$ cat src/rtl/systolic_array_ctrl_if.sv
// Control bundle between the layer decoder, the tile sequencer and the
// systolic array / ibuf / wbuf / bbuf / obuf request ports.
interface systolic_array_ctrl_if #(
  parameter int unsigned CNT_WIDTH       = 16,
  parameter int unsigned OBUF_ADDR_WIDTH = 16,
  parameter int unsigned BBUF_ADDR_WIDTH = 16
);
  logic                       start;
  logic [CNT_WIDTH-1:0]       cfg_num_rows;
  logic [CNT_WIDTH-1:0]       cfg_num_passes;
  logic [OBUF_ADDR_WIDTH-1:0] cfg_obuf_base;
  logic [BBUF_ADDR_WIDTH-1:0] cfg_bias_base;
  logic                       cfg_bias_en;
  logic                       buf_valid;

  logic                       busy;
  logic                       done;
  logic                       acc_clear;
  logic                       ibuf_read_req;
  logic                       wbuf_read_req;
  logic                       bias_read_req;
  logic [BBUF_ADDR_WIDTH-1:0] bias_read_addr;
  logic                       bias_prev_sw;
  logic                       obuf_read_req;
  logic [OBUF_ADDR_WIDTH-1:0] obuf_read_addr;
  logic                       obuf_write_req;
  logic [OBUF_ADDR_WIDTH-1:0] obuf_write_addr;

  modport master (
    output start, cfg_num_rows, cfg_num_passes, cfg_obuf_base, cfg_bias_base,
           cfg_bias_en, buf_valid,
    input  busy, done, acc_clear, ibuf_read_req, wbuf_read_req, bias_read_req,
           bias_read_addr, bias_prev_sw, obuf_read_req, obuf_read_addr,
           obuf_write_req, obuf_write_addr
  );

  modport slave (
    input  start, cfg_num_rows, cfg_num_passes, cfg_obuf_base, cfg_bias_base,
           cfg_bias_en, buf_valid,
    output busy, done, acc_clear, ibuf_read_req, wbuf_read_req, bias_read_req,
           bias_read_addr, bias_prev_sw, obuf_read_req, obuf_read_addr,
           obuf_write_req, obuf_write_addr
  );
endinterface

$ cat src/rtl/systolic_array_ctrl.sv
// Output-tile sequencer for the systolic array: issues compute beats per row and
// pass, tracks array latency with a delay line and orders obuf read-after-write.
module systolic_array_ctrl #(
  parameter int unsigned ARRAY_N         = 4,
  parameter int unsigned ARRAY_M         = 4,
  parameter int unsigned PIPE_LAT        = ARRAY_N + ARRAY_M + 2,
  parameter int unsigned CNT_WIDTH       = 16,
  parameter int unsigned OBUF_ADDR_WIDTH = 16,
  parameter int unsigned BBUF_ADDR_WIDTH = 16
) (
  input  logic                clk,
  input  logic                reset,
  systolic_array_ctrl_if.slave bus
);

  localparam logic [CNT_WIDTH-1:0] LAT_C = CNT_WIDTH'(PIPE_LAT);

  typedef enum logic [2:0] {S_IDLE, S_CLEAR, S_RUN, S_GAP, S_DRAIN, S_DONE} state_e;

  state_e                     state_q, state_d;
  logic [CNT_WIDTH-1:0]       rows_q, rows_d, passes_q, passes_d;
  logic [CNT_WIDTH-1:0]       row_q, row_d, pass_q, pass_d;
  logic [OBUF_ADDR_WIDTH-1:0] obase_q, obase_d;
  logic [BBUF_ADDR_WIDTH-1:0] bbase_q, bbase_d;
  logic                       bias_en_q, bias_en_d;
  logic                       busy_q, busy_d, done_q, done_d, acc_clear_q, acc_clear_d;
  logic                       beat_q, beat_d, bias_req_q, bias_req_d, prev_sw_q, prev_sw_d;
  logic                       rd_req_q, rd_req_d;
  logic [BBUF_ADDR_WIDTH-1:0] bias_addr_q, bias_addr_d;
  logic [OBUF_ADDR_WIDTH-1:0] rd_addr_q, rd_addr_d, waddr_q, waddr_d;
  logic [PIPE_LAT-1:0]        dl_v_q;
  logic [OBUF_ADDR_WIDTH-1:0] dl_a_q [PIPE_LAT];
  logic                       drain_ok_c, last_row_c, last_pass_c;

  // True when every in-flight beat will have reached obuf by the next edge.
  always_comb begin
    drain_ok_c = 1'b1;
    if (PIPE_LAT > 1) drain_ok_c = !beat_q;
    for (int i = 0; i < int'(PIPE_LAT) - 2; i++) begin
      if (dl_v_q[i]) drain_ok_c = 1'b0;
    end
  end

  assign last_row_c  = (row_q == rows_q - CNT_WIDTH'(1));
  assign last_pass_c = (pass_q == passes_q - CNT_WIDTH'(1));

  always_comb begin
    state_d     = state_q;
    rows_d      = rows_q;
    passes_d    = passes_q;
    obase_d     = obase_q;
    bbase_d     = bbase_q;
    bias_en_d   = bias_en_q;
    row_d       = row_q;
    pass_d      = pass_q;
    busy_d      = (state_q != S_IDLE);
    done_d      = 1'b0;
    acc_clear_d = 1'b0;
    beat_d      = 1'b0;
    bias_req_d  = 1'b0;
    bias_addr_d = '0;
    prev_sw_d   = 1'b0;
    rd_req_d    = 1'b0;
    rd_addr_d   = '0;
    waddr_d     = '0;
    case (state_q)
      S_IDLE: begin
        if (bus.start) begin
          busy_d = 1'b1;
          if (bus.cfg_num_rows == '0 || bus.cfg_num_passes == '0) begin
            state_d = S_DONE;
          end else begin
            rows_d    = bus.cfg_num_rows;
            passes_d  = bus.cfg_num_passes;
            obase_d   = bus.cfg_obuf_base;
            bbase_d   = bus.cfg_bias_base;
            bias_en_d = bus.cfg_bias_en;
            row_d     = '0;
            pass_d    = '0;
            state_d   = S_CLEAR;
          end
        end
      end
      S_CLEAR: begin
        acc_clear_d = 1'b1;
        state_d     = S_RUN;
      end
      S_RUN: begin
        if (bus.buf_valid) begin
          beat_d  = 1'b1;
          waddr_d = obase_q + OBUF_ADDR_WIDTH'(row_q);
          if (pass_q == '0) begin
            bias_req_d  = bias_en_q;
            bias_addr_d = bias_en_q ? bbase_q + BBUF_ADDR_WIDTH'(row_q) : '0;
          end else begin
            prev_sw_d = 1'b1;
            rd_req_d  = 1'b1;
            rd_addr_d = obase_q + OBUF_ADDR_WIDTH'(row_q);
          end
          if (last_row_c) begin
            row_d = '0;
            if (last_pass_c) begin
              state_d = S_DRAIN;
            end else begin
              pass_d = pass_q + CNT_WIDTH'(1);
              // Short passes would read a row before its previous write lands.
              if (rows_q <= LAT_C) state_d = S_GAP;
            end
          end else begin
            row_d = row_q + CNT_WIDTH'(1);
          end
        end
      end
      S_GAP:   if (drain_ok_c) state_d = S_RUN;
      S_DRAIN: if (drain_ok_c) state_d = S_DONE;
      S_DONE: begin
        done_d  = 1'b1;
        state_d = S_IDLE;
      end
      default: state_d = S_IDLE;
    endcase
  end

  always_ff @(posedge clk) begin
    if (!reset) begin
      state_q     <= S_IDLE;
      rows_q      <= '0;
      passes_q    <= '0;
      obase_q     <= '0;
      bbase_q     <= '0;
      bias_en_q   <= 1'b0;
      row_q       <= '0;
      pass_q      <= '0;
      busy_q      <= 1'b0;
      done_q      <= 1'b0;
      acc_clear_q <= 1'b0;
      beat_q      <= 1'b0;
      bias_req_q  <= 1'b0;
      bias_addr_q <= '0;
      prev_sw_q   <= 1'b0;
      rd_req_q    <= 1'b0;
      rd_addr_q   <= '0;
      waddr_q     <= '0;
    end else begin
      state_q     <= state_d;
      rows_q      <= rows_d;
      passes_q    <= passes_d;
      obase_q     <= obase_d;
      bbase_q     <= bbase_d;
      bias_en_q   <= bias_en_d;
      row_q       <= row_d;
      pass_q      <= pass_d;
      busy_q      <= busy_d;
      done_q      <= done_d;
      acc_clear_q <= acc_clear_d;
      beat_q      <= beat_d;
      bias_req_q  <= bias_req_d;
      bias_addr_q <= bias_addr_d;
      prev_sw_q   <= prev_sw_d;
      rd_req_q    <= rd_req_d;
      rd_addr_q   <= rd_addr_d;
      waddr_q     <= waddr_d;
    end
  end

  // Array latency model; the last stage drives the obuf write port.
  always_ff @(posedge clk) begin
    if (!reset) begin
      dl_v_q <= '0;
      for (int i = 0; i < int'(PIPE_LAT); i++) dl_a_q[i] <= '0;
    end else begin
      dl_v_q[0] <= beat_q;
      dl_a_q[0] <= waddr_q;
      for (int i = 1; i < int'(PIPE_LAT); i++) begin
        dl_v_q[i] <= dl_v_q[i-1];
        dl_a_q[i] <= dl_a_q[i-1];
      end
    end
  end

  assign bus.busy            = busy_q;
  assign bus.done            = done_q;
  assign bus.acc_clear       = acc_clear_q;
  assign bus.ibuf_read_req   = beat_q;
  assign bus.wbuf_read_req   = beat_q;
  assign bus.bias_read_req   = bias_req_q;
  assign bus.bias_read_addr  = bias_addr_q;
  assign bus.bias_prev_sw    = prev_sw_q;
  assign bus.obuf_read_req   = rd_req_q;
  assign bus.obuf_read_addr  = rd_addr_q;
  assign bus.obuf_write_req  = dl_v_q[PIPE_LAT-1];
  assign bus.obuf_write_addr = dl_a_q[PIPE_LAT-1];

endmodule

$ cat src/flat_wrapper.sv
// flat-port wrapper written by rule: the top's interface ports become plain ports
module systolic_array_ctrl_flat 
#(
  parameter int unsigned ARRAY_N         = 4,
  parameter int unsigned ARRAY_M         = 4,
  parameter int unsigned PIPE_LAT        = ARRAY_N + ARRAY_M + 2,
  parameter int unsigned CNT_WIDTH       = 16,
  parameter int unsigned OBUF_ADDR_WIDTH = 16,
  parameter int unsigned BBUF_ADDR_WIDTH = 16
)
  (clk, reset, bus_start, bus_cfg_num_rows, bus_cfg_num_passes, bus_cfg_obuf_base, bus_cfg_bias_base, bus_cfg_bias_en, bus_buf_valid, bus_busy, bus_done, bus_acc_clear, bus_ibuf_read_req, bus_wbuf_read_req, bus_bias_read_req, bus_bias_read_addr, bus_bias_prev_sw, bus_obuf_read_req, bus_obuf_read_addr, bus_obuf_write_req, bus_obuf_write_addr);
  systolic_array_ctrl_if #(.CNT_WIDTH(CNT_WIDTH), .OBUF_ADDR_WIDTH(OBUF_ADDR_WIDTH), .BBUF_ADDR_WIDTH(BBUF_ADDR_WIDTH)) bus_i ();
  input  logic clk;
  input  logic reset;
  input wire logic [$bits(bus_i.start)-1:0] bus_start;
  input wire logic [$bits(bus_i.cfg_num_rows)-1:0] bus_cfg_num_rows;
  input wire logic [$bits(bus_i.cfg_num_passes)-1:0] bus_cfg_num_passes;
  input wire logic [$bits(bus_i.cfg_obuf_base)-1:0] bus_cfg_obuf_base;
  input wire logic [$bits(bus_i.cfg_bias_base)-1:0] bus_cfg_bias_base;
  input wire logic [$bits(bus_i.cfg_bias_en)-1:0] bus_cfg_bias_en;
  input wire logic [$bits(bus_i.buf_valid)-1:0] bus_buf_valid;
  output wire logic [$bits(bus_i.busy)-1:0] bus_busy;
  output wire logic [$bits(bus_i.done)-1:0] bus_done;
  output wire logic [$bits(bus_i.acc_clear)-1:0] bus_acc_clear;
  output wire logic [$bits(bus_i.ibuf_read_req)-1:0] bus_ibuf_read_req;
  output wire logic [$bits(bus_i.wbuf_read_req)-1:0] bus_wbuf_read_req;
  output wire logic [$bits(bus_i.bias_read_req)-1:0] bus_bias_read_req;
  output wire logic [$bits(bus_i.bias_read_addr)-1:0] bus_bias_read_addr;
  output wire logic [$bits(bus_i.bias_prev_sw)-1:0] bus_bias_prev_sw;
  output wire logic [$bits(bus_i.obuf_read_req)-1:0] bus_obuf_read_req;
  output wire logic [$bits(bus_i.obuf_read_addr)-1:0] bus_obuf_read_addr;
  output wire logic [$bits(bus_i.obuf_write_req)-1:0] bus_obuf_write_req;
  output wire logic [$bits(bus_i.obuf_write_addr)-1:0] bus_obuf_write_addr;
  assign bus_i.start = bus_start;
  assign bus_i.cfg_num_rows = bus_cfg_num_rows;
  assign bus_i.cfg_num_passes = bus_cfg_num_passes;
  assign bus_i.cfg_obuf_base = bus_cfg_obuf_base;
  assign bus_i.cfg_bias_base = bus_cfg_bias_base;
  assign bus_i.cfg_bias_en = bus_cfg_bias_en;
  assign bus_i.buf_valid = bus_buf_valid;
  assign bus_busy = bus_i.busy;
  assign bus_done = bus_i.done;
  assign bus_acc_clear = bus_i.acc_clear;
  assign bus_ibuf_read_req = bus_i.ibuf_read_req;
  assign bus_wbuf_read_req = bus_i.wbuf_read_req;
  assign bus_bias_read_req = bus_i.bias_read_req;
  assign bus_bias_read_addr = bus_i.bias_read_addr;
  assign bus_bias_prev_sw = bus_i.bias_prev_sw;
  assign bus_obuf_read_req = bus_i.obuf_read_req;
  assign bus_obuf_read_addr = bus_i.obuf_read_addr;
  assign bus_obuf_write_req = bus_i.obuf_write_req;
  assign bus_obuf_write_addr = bus_i.obuf_write_addr;
  systolic_array_ctrl #(.ARRAY_N(ARRAY_N), .ARRAY_M(ARRAY_M), .PIPE_LAT(PIPE_LAT), .CNT_WIDTH(CNT_WIDTH), .OBUF_ADDR_WIDTH(OBUF_ADDR_WIDTH), .BBUF_ADDR_WIDTH(BBUF_ADDR_WIDTH)) u_core (.clk(clk), .reset(reset), .bus(bus_i));
endmodule
$ cat config.mk
export PLATFORM = sky130hd
export DESIGN_NAME = systolic_array_ctrl_flat
export DESIGN_NICKNAME = d
export VERILOG_FILES = /design/src/rtl/systolic_array_ctrl_if.sv /design/src/rtl/systolic_array_ctrl.sv /design/src/flat_wrapper.sv
export SDC_FILE = /design/constraint.sdc
export NUM_CORES = 1
export LEC_CHECK = 0
export BUFFER_PORTS_ARGS = -buffer_cell sky130_fd_sc_hd__buf_2
export CAP_MARGIN = 20
export CELL_PAD_IN_SITES_DETAIL_PLACEMENT = 1
export CELL_PAD_IN_SITES_GLOBAL_PLACEMENT = 2
export CORE_ASPECT_RATIO = 1.5
export CORE_MARGIN = 2
export CORE_UTILIZATION = 33
export CTS_BUF_LIST = sky130_fd_sc_hd__clkbuf_16
export DETAILED_ROUTE_END_ITERATION = 16
export GPL_TIMING_DRIVEN = 0
export HOLD_SLACK_MARGIN = 0.03
export PLACE_DENSITY_LB_ADDON = 0.1
export SLEW_MARGIN = 25
export SYNTH_ARGS = -nofsm -noshare
export SYNTH_HDL_FRONTEND = slang
export SYNTH_SLANG_ARGS = --single-unit
$ cat constraint.sdc
create_clock -name clk -period 3.6 [get_ports clk]
set_input_delay 0.18 -clock clk [delete_from_list [all_inputs] [get_ports clk]]
set_output_delay 0.18 -clock clk [all_outputs]
set_load 0.02 [all_outputs]
==> results by group, run 1 <==
Global routing
  • Vias in the first global route: around 9.9k
  • Total Routing Usage GR: 16.89%
  • Initial antenna violation count: 0
  • Global-route wire length before repair: 52.44 mm
  • GRT overflow: 0
  • Largest net degree at the start of global routing: 15

Pwr
  • Pwr Density: 572.8 nW/um2
  • Leak: 6.551 nW
  • Sw Pwr: about 2.7 mW
  • Sw frac: 29.56%
  • Comb pwr share: 18.3%
  • Max VDD drop: about 270 uV
  • Internal power: 6.363 mW
  • Sequential share of power: 43.6%
  • Clock power frac: 38.1%

CTS
  • Inserted Clock Buffers: 34
  • CTS Root Buffer Type: clkbuf_16
  • Worst-Skew Late Latency: ~0.54 ns
  • Clk sink count: ~320
  • Maximum buffer depth of the clock tree: 3
  • CTS HTree Levels: 2
  • CTS clk-pin slew, worst paths: around 0.060 ns
  • CTS tree: built

STA
  • Fmax achieved: 0.2864 GHz
  • Final Hold Fails: 0
  • Period utilization: 96.99%
  • Post-route setup slack: 0.1082 ns
  • Relative slew slack: a little over two fifths
  • Tmin final: ~3.5 ns
  • Worst Clk Skew: 0.01720 ns
  • Final Max Tran Viols: 0
  • Final Setup Violations: 0
  • Setup TNS: 0 ns
  • Worst slew pin tran: between 0.8 and 0.9 ns
  • RSZ-0062 raised after global routing: true

Synth
  • Yosys warns: 0
  • Top_reg_cell synth: dfxtp_1
  • Syn avg cell area: 9.567 um2
  • Syn Nets: 1,426
  • Library cells used by synthesis: 69
  • Mapped cell area: 12,620 um2
  • Register area share after synthesis: 51.40%
  • Mapped Cells: approximately 1.3k
  • Post-synthesis sequential element count: 324
  • Asr flop ratio synth: 0%
  • Post-synth EDFFs: 0

Worst setup path
  • Worst flop-to-flop path startpoint: u_core.rows_q[7]
  • Worst Setup End Kind: flop
  • CP startpoint: u_core.rows_q[7]
  • CP endpoint: u_core.pass_q[10]
  • R2R Setup Slk: between 0.1 and 0.15 ns
  • Crit Path Class: reg2reg
  • Arr. time, crit path: slightly below 4 ns
  • R2R depth: 12
  • Worst R2R End: u_core.pass_q[10]
  • WP data required: 4.00 ns
  • Crit-path max FO: 7
  • Startpoint types: flop

Final layout
  • Most common cell after layout, fill and taps aside: dfxtp_1
  • Post-route design area: 15,770 um2
  • Nets@finish: 1,656
  • Commonest cells after routing, fill and taps aside: 319 x dfxtp_1, 178 x and2_1, 173 x nand2_1, 126 x buf_2, 77 x nor2_1
  • Antenna cells: 0
  • Final core occ: a little over two fifths
  • Share of post-route cells with drive strength above 1: 15.00%
  • Layout area overhead: 24.97%

Die
  • Die ar.: around 40,000 um2
  • Starting Density: 33.50%
  • IO Count: 126
  • Die width: 163.7 um
  • FP Rows: between 80 and 90
  • Core box area: 37,660 um2
  • Die Ht: 243.5 um

Run
  • Max_cap viols: 0

Placed design
  • DP Area: 13,860 um2
  • Port Buf Inserts: 125
  • Pre-CTS setup slack: -0.2560 ns
  • RePlAce Congestion: roughly 0.82
  • Detailed placement HPWL: 24.41 mm

Route
  • Wire length per cell: between 15 and 20 um
  • Initial DRC count: 249
  • Detailed Routing Iterations Pass 1: 4
  • Vias after detailed routing: 9,534
  • Detailed Route WL: 33.27 mm
  • DRT antenna net count: 0
  • Vias per cell: 4.624
  • DRC violations left: 0

Outcome
  • Status: completed

Min path
  • Hold path cells: 4
  • Min-Delay Path Class: in2reg
==> Yosys cell counts (5+ instances only) <==
library cell	number	share of area [%]
dfxtp_1	324	51
and2_1	179	8.9
nand2_1	173	5.1
nor2_1	77	2.3
a21boi_0	66	3.9
clkbuf_1	57	1.7
xnor2_1	47	3.3
xor2_1	41	2.8
ha_1	36	3.6
a21oi_1	30	1.2
inv_1	27	0.80
o21ai_0	21	0.83
nand3_1	20	0.79
buf_4	18	1.1
nor4_1	18	0.89
nor3_1	16	0.63
or3_1	16	0.79
a21o_1	11	0.65
nor2b_1	11	0.55
nand4_1	10	0.50
a211oi_1	9	0.54
and3_1	9	0.45
nand2b_1	7	0.35
or2_2	7	0.35
a2111oi_2	5	0.59
a31o_2	5	0.35
mux2i_1	5	0.40
nor3b_1	5	0.30
==> registers in the layout, indices dropped and copies added (netlist names), 3 cells and up <==
register                   count
u_core.rows_q                 16
u_core.obase_q                16
u_core.pass_q                 16
u_core.state_q                 3
u_core.row_q                  16
u_core.bus.bias_read_addr     16
u_core.bus.obuf_read_addr     16
u_core.dl_a_q                160
u_core.dl_v_q                 10
u_core.waddr_q                16
u_core.passes_q               16
u_core.bbase_q                16
==> power by group through the flow <==
stage	Sequential [mW]	Combinational, mW	Clock (mW)
global placement	4.01	1.56	0
finish	3.94	1.65	3.44
floorplan	3.95	1.11	0
detailed placement	4.01	1.58	0
CTS	3.94	1.66	3.58
global route	3.97	1.86	3.72
==> critical path, cell delays in order (launching register included) <==
cell,delay [ns]
dfxtp_4,0.37
or4_1,0.52
buf_4,0.17
or4_4,0.55
xnor2_1,0.16
nand3_1,0.14
a2111oi_4,0.36
buf_4,0.19
o311ai_4,0.13
buf_8,0.19
a2111oi_4,0.36
xnor2_1,0.16
nor2_1,0.05
==> logic make-up (layout without fill, tap and decap cells) <==
logic type	Yosys count	in the layout	share of synthesized area (%)
multiplexers	6	6	0.4859
AND/OR/NAND/NOR	563	563	22.94
buffers and inverters	112	366	3.976
XOR/XNOR	88	88	6.108
flip-flops	324	324	51.40
AO/OA/AOI/OAI	188	188	11.20
adder cells (fa/ha/maj)	38	38	3.887
==> per-layer routing <==
layer / GRT usage, % / up-vias / share of wire [%]
met5: 0 / - / 0
met4: 7.043 / 0 / 3.5
met3: 2.571 / 50 / 3.1
met2: 32.45 / 157 / 54
met1: 17.92 / 4497 / 39
li1: - / 4830 / -
==> worst min path at each step <==
| stage | start | to | slack, ns |
|---|---|---|---|
| floorplan | bus_start | u_core.bus.busy | 0.30 |
| global placement | u_core.dl_a_q[0][140] | u_core.dl_a_q[0][156] | 0.41 |
| detailed placement | u_core.dl_a_q[0][87] | u_core.dl_a_q[0][103] | 0.42 |
| CTS | bus_buf_valid | u_core.row_q[1] | 0.07 |
| global route | bus_buf_valid | u_core.row_q[1] | 0.11 |
| finish | bus_buf_valid | u_core.row_q[1] | 0.09 |
==> through the flow <==
step	hold WS, ns	instances	total power, mW
3_5_place_dp	0.4198	1933	5.597
2_1_floorplan	0.3027	1319	5.068
6_report	0.09293	2062	9.033
4_1_cts	0.07051	2061	9.178
5_1_grt	0.1137	2062	9.538
3_3_place_gp	0.4148	1933	5.572
==> area by class of cell <==
cell class | count | area (um2)
repair buffers | 197 | 1331
clock buffers | 34 | 850.8
inverters | 27 | 101.3
plain buffers | 82 | 395.4
clock inverters | 26 | 231.5
fillers | 4335 | 21890
multi-input cells | 883 | 5752
well taps | 489 | 611.8
flip-flops and latches | 324 | 6495
==> what timing repair did <==
action,in CTS,in global routing
endpoints found under the hold margin,66,0
pin swaps,1,8
endpoints found under the setup margin,31,29
cloned,0,1
hold buffers,66,0
resized for setup,3,25
setup buffers,2,3
(Power assumes the default switching activity.)
==> run 2: changes to the inputs <==
--- a/config.mk
+++ b/config.mk
@@ -5,18 +5,18 @@
 export SDC_FILE = /design/constraint.sdc
 export NUM_CORES = 1
 export LEC_CHECK = 0
+export ABC_AREA = 1
 export BUFFER_PORTS_ARGS = -buffer_cell sky130_fd_sc_hd__buf_2
 export CAP_MARGIN = 20
-export CELL_PAD_IN_SITES_DETAIL_PLACEMENT = 1
-export CELL_PAD_IN_SITES_GLOBAL_PLACEMENT = 2
 export CORE_ASPECT_RATIO = 1.5
 export CORE_MARGIN = 2
-export CORE_UTILIZATION = 33
+export CORE_UTILIZATION = 40
 export CTS_BUF_LIST = sky130_fd_sc_hd__clkbuf_16
 export DETAILED_ROUTE_END_ITERATION = 16
 export GPL_TIMING_DRIVEN = 0
 export HOLD_SLACK_MARGIN = 0.03
 export PLACE_DENSITY_LB_ADDON = 0.1
+export SETUP_SLACK_MARGIN = 0.15
 export SLEW_MARGIN = 25
 export SYNTH_ARGS = -nofsm -noshare
 export SYNTH_HDL_FRONTEND = slang
==> results by group, run 2 <==
Synth
  • Synth top area share: 48.08% (-3.3 points)
  • Post-synth EDFFs: 0 (unchanged)
  • Most common cell in the netlist: nand2_1
  • Synth area leader: dfxtp_1
  • Asr flop ratio synth: 0% (unchanged)
  • Ranking of synthesized cells by area: dfxtp_1 48%, nand2_1 12%, inv_1 8.2%
  • Library cells used by synthesis: 51 (-26%)
  • Yosys warns: 0 (unchanged)
  • Top_reg_cell synth: dfxtp_1
  • Mapped cell area: 13,490 um2 (+6.9%)
  • Post-synth top cells: 437 x nand2_1, 324 x dfxtp_1, 293 x inv_1
  • Syn Nets: 1,885 (+32%)
  • Post-synthesis sequential element count: 324 (unchanged)
  • Mapped Cells: 1,778 (+35%)
  • Syn avg cell area: 7.588 um2 (-21%)
  • Register area share after synthesis: 48.08% (-3.3 points)

STA
  • Period utilization: 86.26% (-11 points)
  • Post-route setup slack: 0.4947 ns (+0.3865 ns)
  • RSZ-0062 raised after global routing: false
  • Tmin final: 3.105 ns (-0.3865 ns)
  • Worst Clk Skew: 0.01318 ns (-0.004017 ns)
  • Final Setup Violations: 0 (unchanged)
  • Fmax achieved: 0.3220 GHz (+12%)
  • Relative slew slack: 41.67% (-1.1 points)
  • WHS: 0.05528 ns (-0.03766 ns)
  • Final Max Tran Viols: 0 (unchanged)
  • Worst slew pin tran: 0.8669 ns (+0.008983 ns)
  • Setup TNS: 0 ns (unchanged)
  • Final Hold Fails: 0 (unchanged)

Global routing
  • Global-route wire length before repair: 58.38 mm (+11%)
  • Initial antenna violation count: 0 (unchanged)
  • Vias in the first global route: 11.54k (+17%)
  • Largest net degree at the start of global routing: 15 (unchanged)
  • Total Routing Usage GR: 20.94% (+4.1 points)
  • GRT overflow: 0 (unchanged)

Worst setup path
  • CP bufs+invs: 1 (-2)
  • Slowest Stage Delay on Critical Path: 0.53 ns (-0.02 ns)
  • Cell family with most CP delay: compound AO/OA/AOI/OAI gates
  • Crit-path max FO: 6 (-1)
  • CP dominant cell by count: o21ai_0
  • Crit Path Class: reg2reg
  • WP data required: 3.99 ns (about the same)
  • Crit path cell chain: inv_1, fa_1, o21ai_0, a21oi_1, o21ai_0, nand4_1, nand3_1, xor2_1, nor2_1
  • Startpoint types: flop
  • Worst Setup End Kind: flop
  • Slowest cell on crit path: dfxtp_1
  • Arr. time, crit path: 3.49 ns (-0.40 ns)
  • R2R Setup Slk: 0.49 ns (+0.39 ns)

Final layout
  • Post-route design area: 16,260 um2 (+3.1%)
  • Layout area overhead: 20.50%
  • Commonest cells after routing, fill and taps aside: 437 x nand2_1, 324 x dfxtp_1, 303 x inv_1, 145 x nor2_1, 129 x buf_2
  • Final core occ: 48.76% (+6.9 points)
  • Max reg flops: 160 (unchanged)
  • Most common cell after layout, fill and taps aside: nand2_1
  • Share of post-route cells with drive strength above 1: 11.83% (-3.2 points)
  • Antenna cells: 0 (unchanged)
  • Nets@finish: 2,104 (+27%)
  • Reg with most FFs: u_core.dl_a_q

Pwr
  • Pwr Density: 665.6 nW/um2 (+16%)
  • Clock power frac: 30.2% (-7.9 points)
  • Sequential share of power: 38.2% (-5.4 points)
  • Comb pwr share: 31.6% (+13 points)
  • Sw frac: 36.63% (+7.1 points)
  • Sw Pwr: 3.964 mW (+48%)
  • Max VDD drop: 303.8 uV (+13%)
  • Internal power: 6.857 mW (+7.8%)
  • Leak: 8.435 nW (+29%)

CTS
  • Clk sink count: 324 (unchanged)
  • CTS tree: built
  • CTS HTree Levels: 2 (unchanged)
  • Maximum buffer depth of the clock tree: 3 (unchanged)
  • Inserted Clock Buffers: 34 (unchanged)
  • CTS Root Buffer Type: clkbuf_16
  • Worst-Skew Late Latency: 0.52 ns (-0.02 ns)
  • Setup bufs post-CTS: 0 (-2)
  • CTS clk-pin slew, worst paths: 0.06 ns (about the same)

Route
  • Met2 Wirelength: 20.38 mm (+13%)
  • Detailed Routing Iterations Pass 1: 6 (+2)
  • DRC violations left: 0 (unchanged)
  • Wire length per cell: 14.93 um (-7.5%)
  • Top layer in use: met4
  • Met1 WL: 13.63 mm (+4.1%)
  • DRT antenna net count: 0 (unchanged)
  • Initial DRC count: 483 (+94%)
  • Vias after detailed routing: 11.65k (+22%)
  • Detailed Route WL: 36.43 mm (+9.5%)
  • Met3 WL post-DR: 1.129 mm (+10%)
  • Vias per cell: 4.774 (+3.2%)

Die
  • Starting Density: 40.46% (+7.0 points)
  • Die ar.: 35,240 um2 (-12%)
  • Core box area: 33,340 um2 (-11%)
  • Die width: 154.0 um (-5.9%)
  • FP Rows: 82 (-5.7%)
  • Die Ht: 228.9 um (-6.0%)
  • IO Count: 126 (unchanged)

Placed design
  • Port Buf Inserts: 124 (-0.80%)
  • Pre-CTS setup slack: 0.5502 ns (+0.8062 ns)
  • DP Area: 14,640 um2 (+5.6%)
  • Detailed placement HPWL: 27.76 mm (+14%)
  • RePlAce Congestion: 0.9314 (+14%)

Outcome
  • Status: completed

Run
  • Max_cap viols: 0 (unchanged)

Min path
  • Min-Delay Path Class: in2reg
[run 2: cell count changes in the layout (fill, tap and decap cells not counted), moves of 32 or more]
cell      before  now
a21oi_1       29  122
nand3_1       20   97
nand2_1      173  437
a21boi_0      66    2
and2_1       178    0
o21ai_0       21   53
inv_1         41  303
nor2_1        77  145
xnor2_1       47   15
[run 2: final timing paths]
path,from,end,depth (start not counted)
max,u_core.row_q[1],u_core.bus.obuf_read_addr[14],9
min reg2reg,u_core.dl_a_q[0][79],u_core.dl_a_q[0][95],2
min,bus_cfg_num_rows[11],u_core.rows_q[11],3
max reg2reg,u_core.row_q[1],u_core.bus.obuf_read_addr[14],9
[run 2: worst min-delay path: cells and delay by family]
kind	cells	cell delay, ns
AOI/OAI and AO/OA	2	0.27
buffers and inverters	1	0.09
[run 2: per-layer routing]
| layer | vias up | track usage [%] |
|---|---|---|
| li1 | 5952 | - |
| met1 | 5394 | 21.08 |
| met2 | 231 | 42.40 |
| met3 | 71 | 2.749 |
| met4 | 0 | 8.265 |
| met5 | - | 0 |
[run 2: stage by stage]
step | total power [mW] | cells
6_report | 10.82 | 2440
5_1_grt | 11.57 | 2440
4_1_cts | 10.94 | 2440
3_5_place_dp | 7.577 | 2322
3_3_place_gp | 7.544 | 2322
2_1_floorplan | 6.630 | 1778
[run 2: final cells by class]
cell class                 instances  area, um2
clock buffer                      35      875.8
timing repair buffer             183       1211
fill                            3405      17090
tap                              420      525.5
buffer                            80      489.2
inverter                         301       1130
clock inverter                    24      153.9
sequential                       324       6486
multi-input combinational       1073       5386
[run 2: cell families (layout without fill, tap and decap cells)]
group	after synthesis	in the layout	share of synthesized area, %
adders and majority gates	38	38	3.635
AOI/OAI and AO/OA	204	204	8.115
buffers and inverters	381	623	12.00
xor gates and xnor gates	53	53	3.441
and+or+nand+nor	778	778	24.73
DFF	324	324	48.08
[run 2: repair_timing]
action | 4_1_cts | 5_1_grt
hold buffers | 59 | 0
hold endpoints to repair | 59 | 0
gates resized for setup | 0 | 0
[run 2: power by group through the flow]
stage                     Clock, mW  Combinational (mW)  Sequential [mW]
final                          3.27                3.42             4.13
after detailed placement          0                3.37             4.21
after floorplan                   0                2.50             4.13
after global placement            0                3.34             4.20
after CTS                      3.37                3.44             4.13
after global routing           3.50                3.90             4.17
==> run 3: changes to the inputs <==
--- a/config.mk
+++ b/config.mk
@@ -8,12 +8,14 @@
 export ABC_AREA = 1
 export BUFFER_PORTS_ARGS = -buffer_cell sky130_fd_sc_hd__buf_2
 export CAP_MARGIN = 20
+export CELL_PAD_IN_SITES_DETAIL_PLACEMENT = 1
+export CELL_PAD_IN_SITES_GLOBAL_PLACEMENT = 1
 export CORE_ASPECT_RATIO = 1.5
 export CORE_MARGIN = 2
-export CORE_UTILIZATION = 40
+export CORE_UTILIZATION = 39
 export CTS_BUF_LIST = sky130_fd_sc_hd__clkbuf_16
 export DETAILED_ROUTE_END_ITERATION = 16
-export GPL_TIMING_DRIVEN = 0
+export GPL_TIMING_DRIVEN = 1
 export HOLD_SLACK_MARGIN = 0.03
 export PLACE_DENSITY_LB_ADDON = 0.1
 export SETUP_SLACK_MARGIN = 0.15
==> results by group, run 3 (synthesis results as in run 2) <==
Worst setup path
  • R2R depth: 11 (+2)
  • CP bufs+invs: 4 (+3)
  • R2R Setup Slk: 0.59 ns (+0.09 ns)
  • Worst flop-to-flop path startpoint: u_core.state_q[2]
  • WP data required: 4.09 ns (+0.10 ns)
  • Crit path cell chain: nor2_2, inv_2, nor2_2, inv_1, o22ai_2, inv_2, a21oi_4, nand2_2, buf_12, o21ai_0, a21oi_1
  • Slowest cell on crit path: a21oi_4
  • Worst R2R End: u_core.passes_q[10]
  • Crit Path Class: reg2reg
  • Slowest Stage Delay on Critical Path: 0.53 ns (about the same)
  • Arr. time, crit path: 3.50 ns (about the same)
  • CP startpoint: u_core.state_q[2]
  • Crit-path max FO: 31 (+25)
  • Worst Setup End Kind: flop
  • Startpoint types: flop
  • Cell family with most CP delay: compound AO/OA/AOI/OAI gates

STA
  • Final Max Tran Viols: 0 (unchanged)
  • Post-route setup slack: 0.5894 ns (+0.09469 ns)
  • RSZ-0062 raised after global routing: false
  • Final Hold Fails: 0 (unchanged)
  • WHS: 0.3955 ns (+0.3402 ns)
  • Tmin final: 3.011 ns (-0.09470 ns)
  • Worst slew pin tran: 0.9705 ns (+0.1036 ns)
  • Worst Clk Skew: 0.02498 ns (+0.01180 ns)
  • Fmax achieved: 0.3322 GHz (+3.1%)
  • Relative slew slack: 35.30% (-6.4 points)
  • Final Setup Violations: 0 (unchanged)
  • Setup TNS: 0 ns (unchanged)
  • Period utilization: 83.63% (-2.6 points)

Final layout
  • Post-route design area: 16,010 um2 (-1.5%)
  • Most common cell after layout, fill and taps aside: nand2_1
  • Final core occ: 46.86% (-1.9 points)
  • Post-Layout Cell Count: 2,387 (-2.2%)
  • Layout area overhead: 18.67%
  • Reg with most FFs: u_core.dl_a_q
  • Antenna cells: 0 (unchanged)
  • Share of post-route cells with drive strength above 1: 10.75% (-1.1 points)
  • Max reg flops: 160 (unchanged)
  • Commonest cells after routing, fill and taps aside: 437 x nand2_1, 324 x dfxtp_1, 300 x inv_1, 145 x nor2_1, 124 x buf_2
  • Nets@finish: 2,046 (-2.8%)

Die
  • Core box area: 34,170 um2 (+2.5%)
  • Die Ht: 231.8 um (+1.3%)
  • FP Rows: 83 (+1.2%)
  • Starting Density: 39.49% (-0.97 points)
  • IO Count: 126 (unchanged)
  • Die width: 155.9 um (+1.2%)
  • Die ar.: 36,130 um2 (+2.5%)

Route
  • Detailed Routing Iterations Pass 1: 4 (-2)
  • Detailed Route WL: 35.72 mm (-1.9%)
  • Wire length per cell: 14.97 um (+0.24%)
  • Initial DRC count: 383 (-21%)
  • DRC violations left: 0 (unchanged)
  • DRT antenna net count: 0 (unchanged)
  • Vias after detailed routing: 11.49k (-1.3%)
  • Vias per cell: 4.815 (+0.87%)

Min path
  • Hold path cells: 4 (+1)
  • Worst Hold End: u_core.obase_q[1]
  • Worst hold start: bus_cfg_obuf_base[1]
  • Min-Delay Path Class: in2reg

Global routing
  • Largest net degree at the start of global routing: 87 (+72)
  • Vias in the first global route: 11.79k (+2.1%)
  • Global-route wire length before repair: 57.82 mm (-0.97%)
  • Total Routing Usage GR: 19.82% (-1.1 points)
  • GRT overflow: 0 (unchanged)
  • Initial antenna violation count: 0 (unchanged)

Pwr
  • Overall power: 10.77 mW (-0.44%)
  • Comb pwr share: 30.6% (-1.0 points)
  • Max VDD drop: 432.0 uV (+42%)
  • Internal power: 6.846 mW (-0.16%)
  • Clock power frac: 30.9% (+0.7 points)
  • Leak: 8.275 nW (-1.9%)
  • Sw frac: 36.45% (-0.18 points)
  • Pwr Density: 672.9 nW/um2 (+1.1%)
  • Sequential share of power: 38.4% (+0.2 points)
  • Sw Pwr: 3.927 mW (-0.94%)

CTS
  • CTS tree: built
  • Maximum buffer depth of the clock tree: 3 (unchanged)
  • Worst-Skew Late Latency: 0.60 ns (+0.08 ns)
  • CTS HTree Levels: 1 (-1)
  • CTS Root Buffer Type: clkbuf_16
  • CTS resizes: 0 (unchanged)
  • Inserted Clock Buffers: 31 (-8.8%)
  • Setup bufs post-CTS: 0 (unchanged)
  • Clk sink count: 324 (unchanged)
  • CTS clk-pin slew, worst paths: 0.07 ns (about the same)

Placed design
  • DP Area: 14,300 um2 (-2.3%)
  • Pre-CTS setup slack: 0.4217 ns (-0.1285 ns)
  • Placed cells: 2,262 (-2.6%)
  • Port Buf Inserts: 125 (+0.81%)
  • RePlAce Congestion: 0.8417 (-9.6%)
  • Detailed placement HPWL: 25.37 mm (-8.6%)

Outcome
  • Status: completed

Run
  • Max_cap viols: 0 (unchanged)
==> run 3: worst reg2reg max path, cell delays in order (launching register included) <==
cell and delay, ns:
dfxtp_1 0.38, nor2_2 0.14, inv_2 0.08, nor2_2 0.26, inv_1 0.15, o22ai_2 0.15
inv_2 0.09, a21oi_4 0.53, nand2_2 0.52, buf_12 0.34, o21ai_0 0.20, a21oi_1 0.06
==> run 3: layout make-up <==
class / count / area (um2)
Inverter: 301 / 1130
Timing Repair Buffer: 207 / 1443
Tap cell: 425 / 531.8
Clock inverter: 25 / 249.0
Multi-Input combinational cell: 1074 / 5395
Clock buffer: 31 / 775.7
Sequential cell: 324 / 6486
Fill cell: 4218 / 18160
==> run 3: timing repair <==
item / in CTS / in global routing
endpoints found under the hold margin: 86 / 0
setup endpoints to repair: 0 / 9
hold buffers: 68 / 0
==> run 3: how the worst max path moves through the flow <==
stage,endpoint,depth (start not counted)
4_1_cts,u_core.passes_q[10],11
6_report,u_core.passes_q[10],11
3_3_place_gp,u_core.passes_q[10],11
2_1_floorplan,u_core.bus.obuf_read_addr[14],10
3_5_place_dp,u_core.passes_q[10],11
5_1_grt,u_core.passes_q[10],11
==> run 3: power groups by stage <==
stage               registers [mW]  clock network (mW)  logic (mW)
floorplan                     4.13                   0        2.50
global placement              4.21                   0        3.17
detailed placement            4.21                   0        3.26
CTS                           4.14                3.45        3.33
global route                  4.17                3.58        3.77
finish                        4.14                3.33        3.30
==> run 3: metal layers <==
metal | up-vias | track usage [%] | part of all wire, %
met5 | - | 0 | 0
met4 | 0 | 6.967 | 3.2
met3 | 61 | 2.781 | 3.6
met2 | 182 | 38.32 | 53
met1 | 5419 | 21.74 | 40
li1 | 5832 | - | -
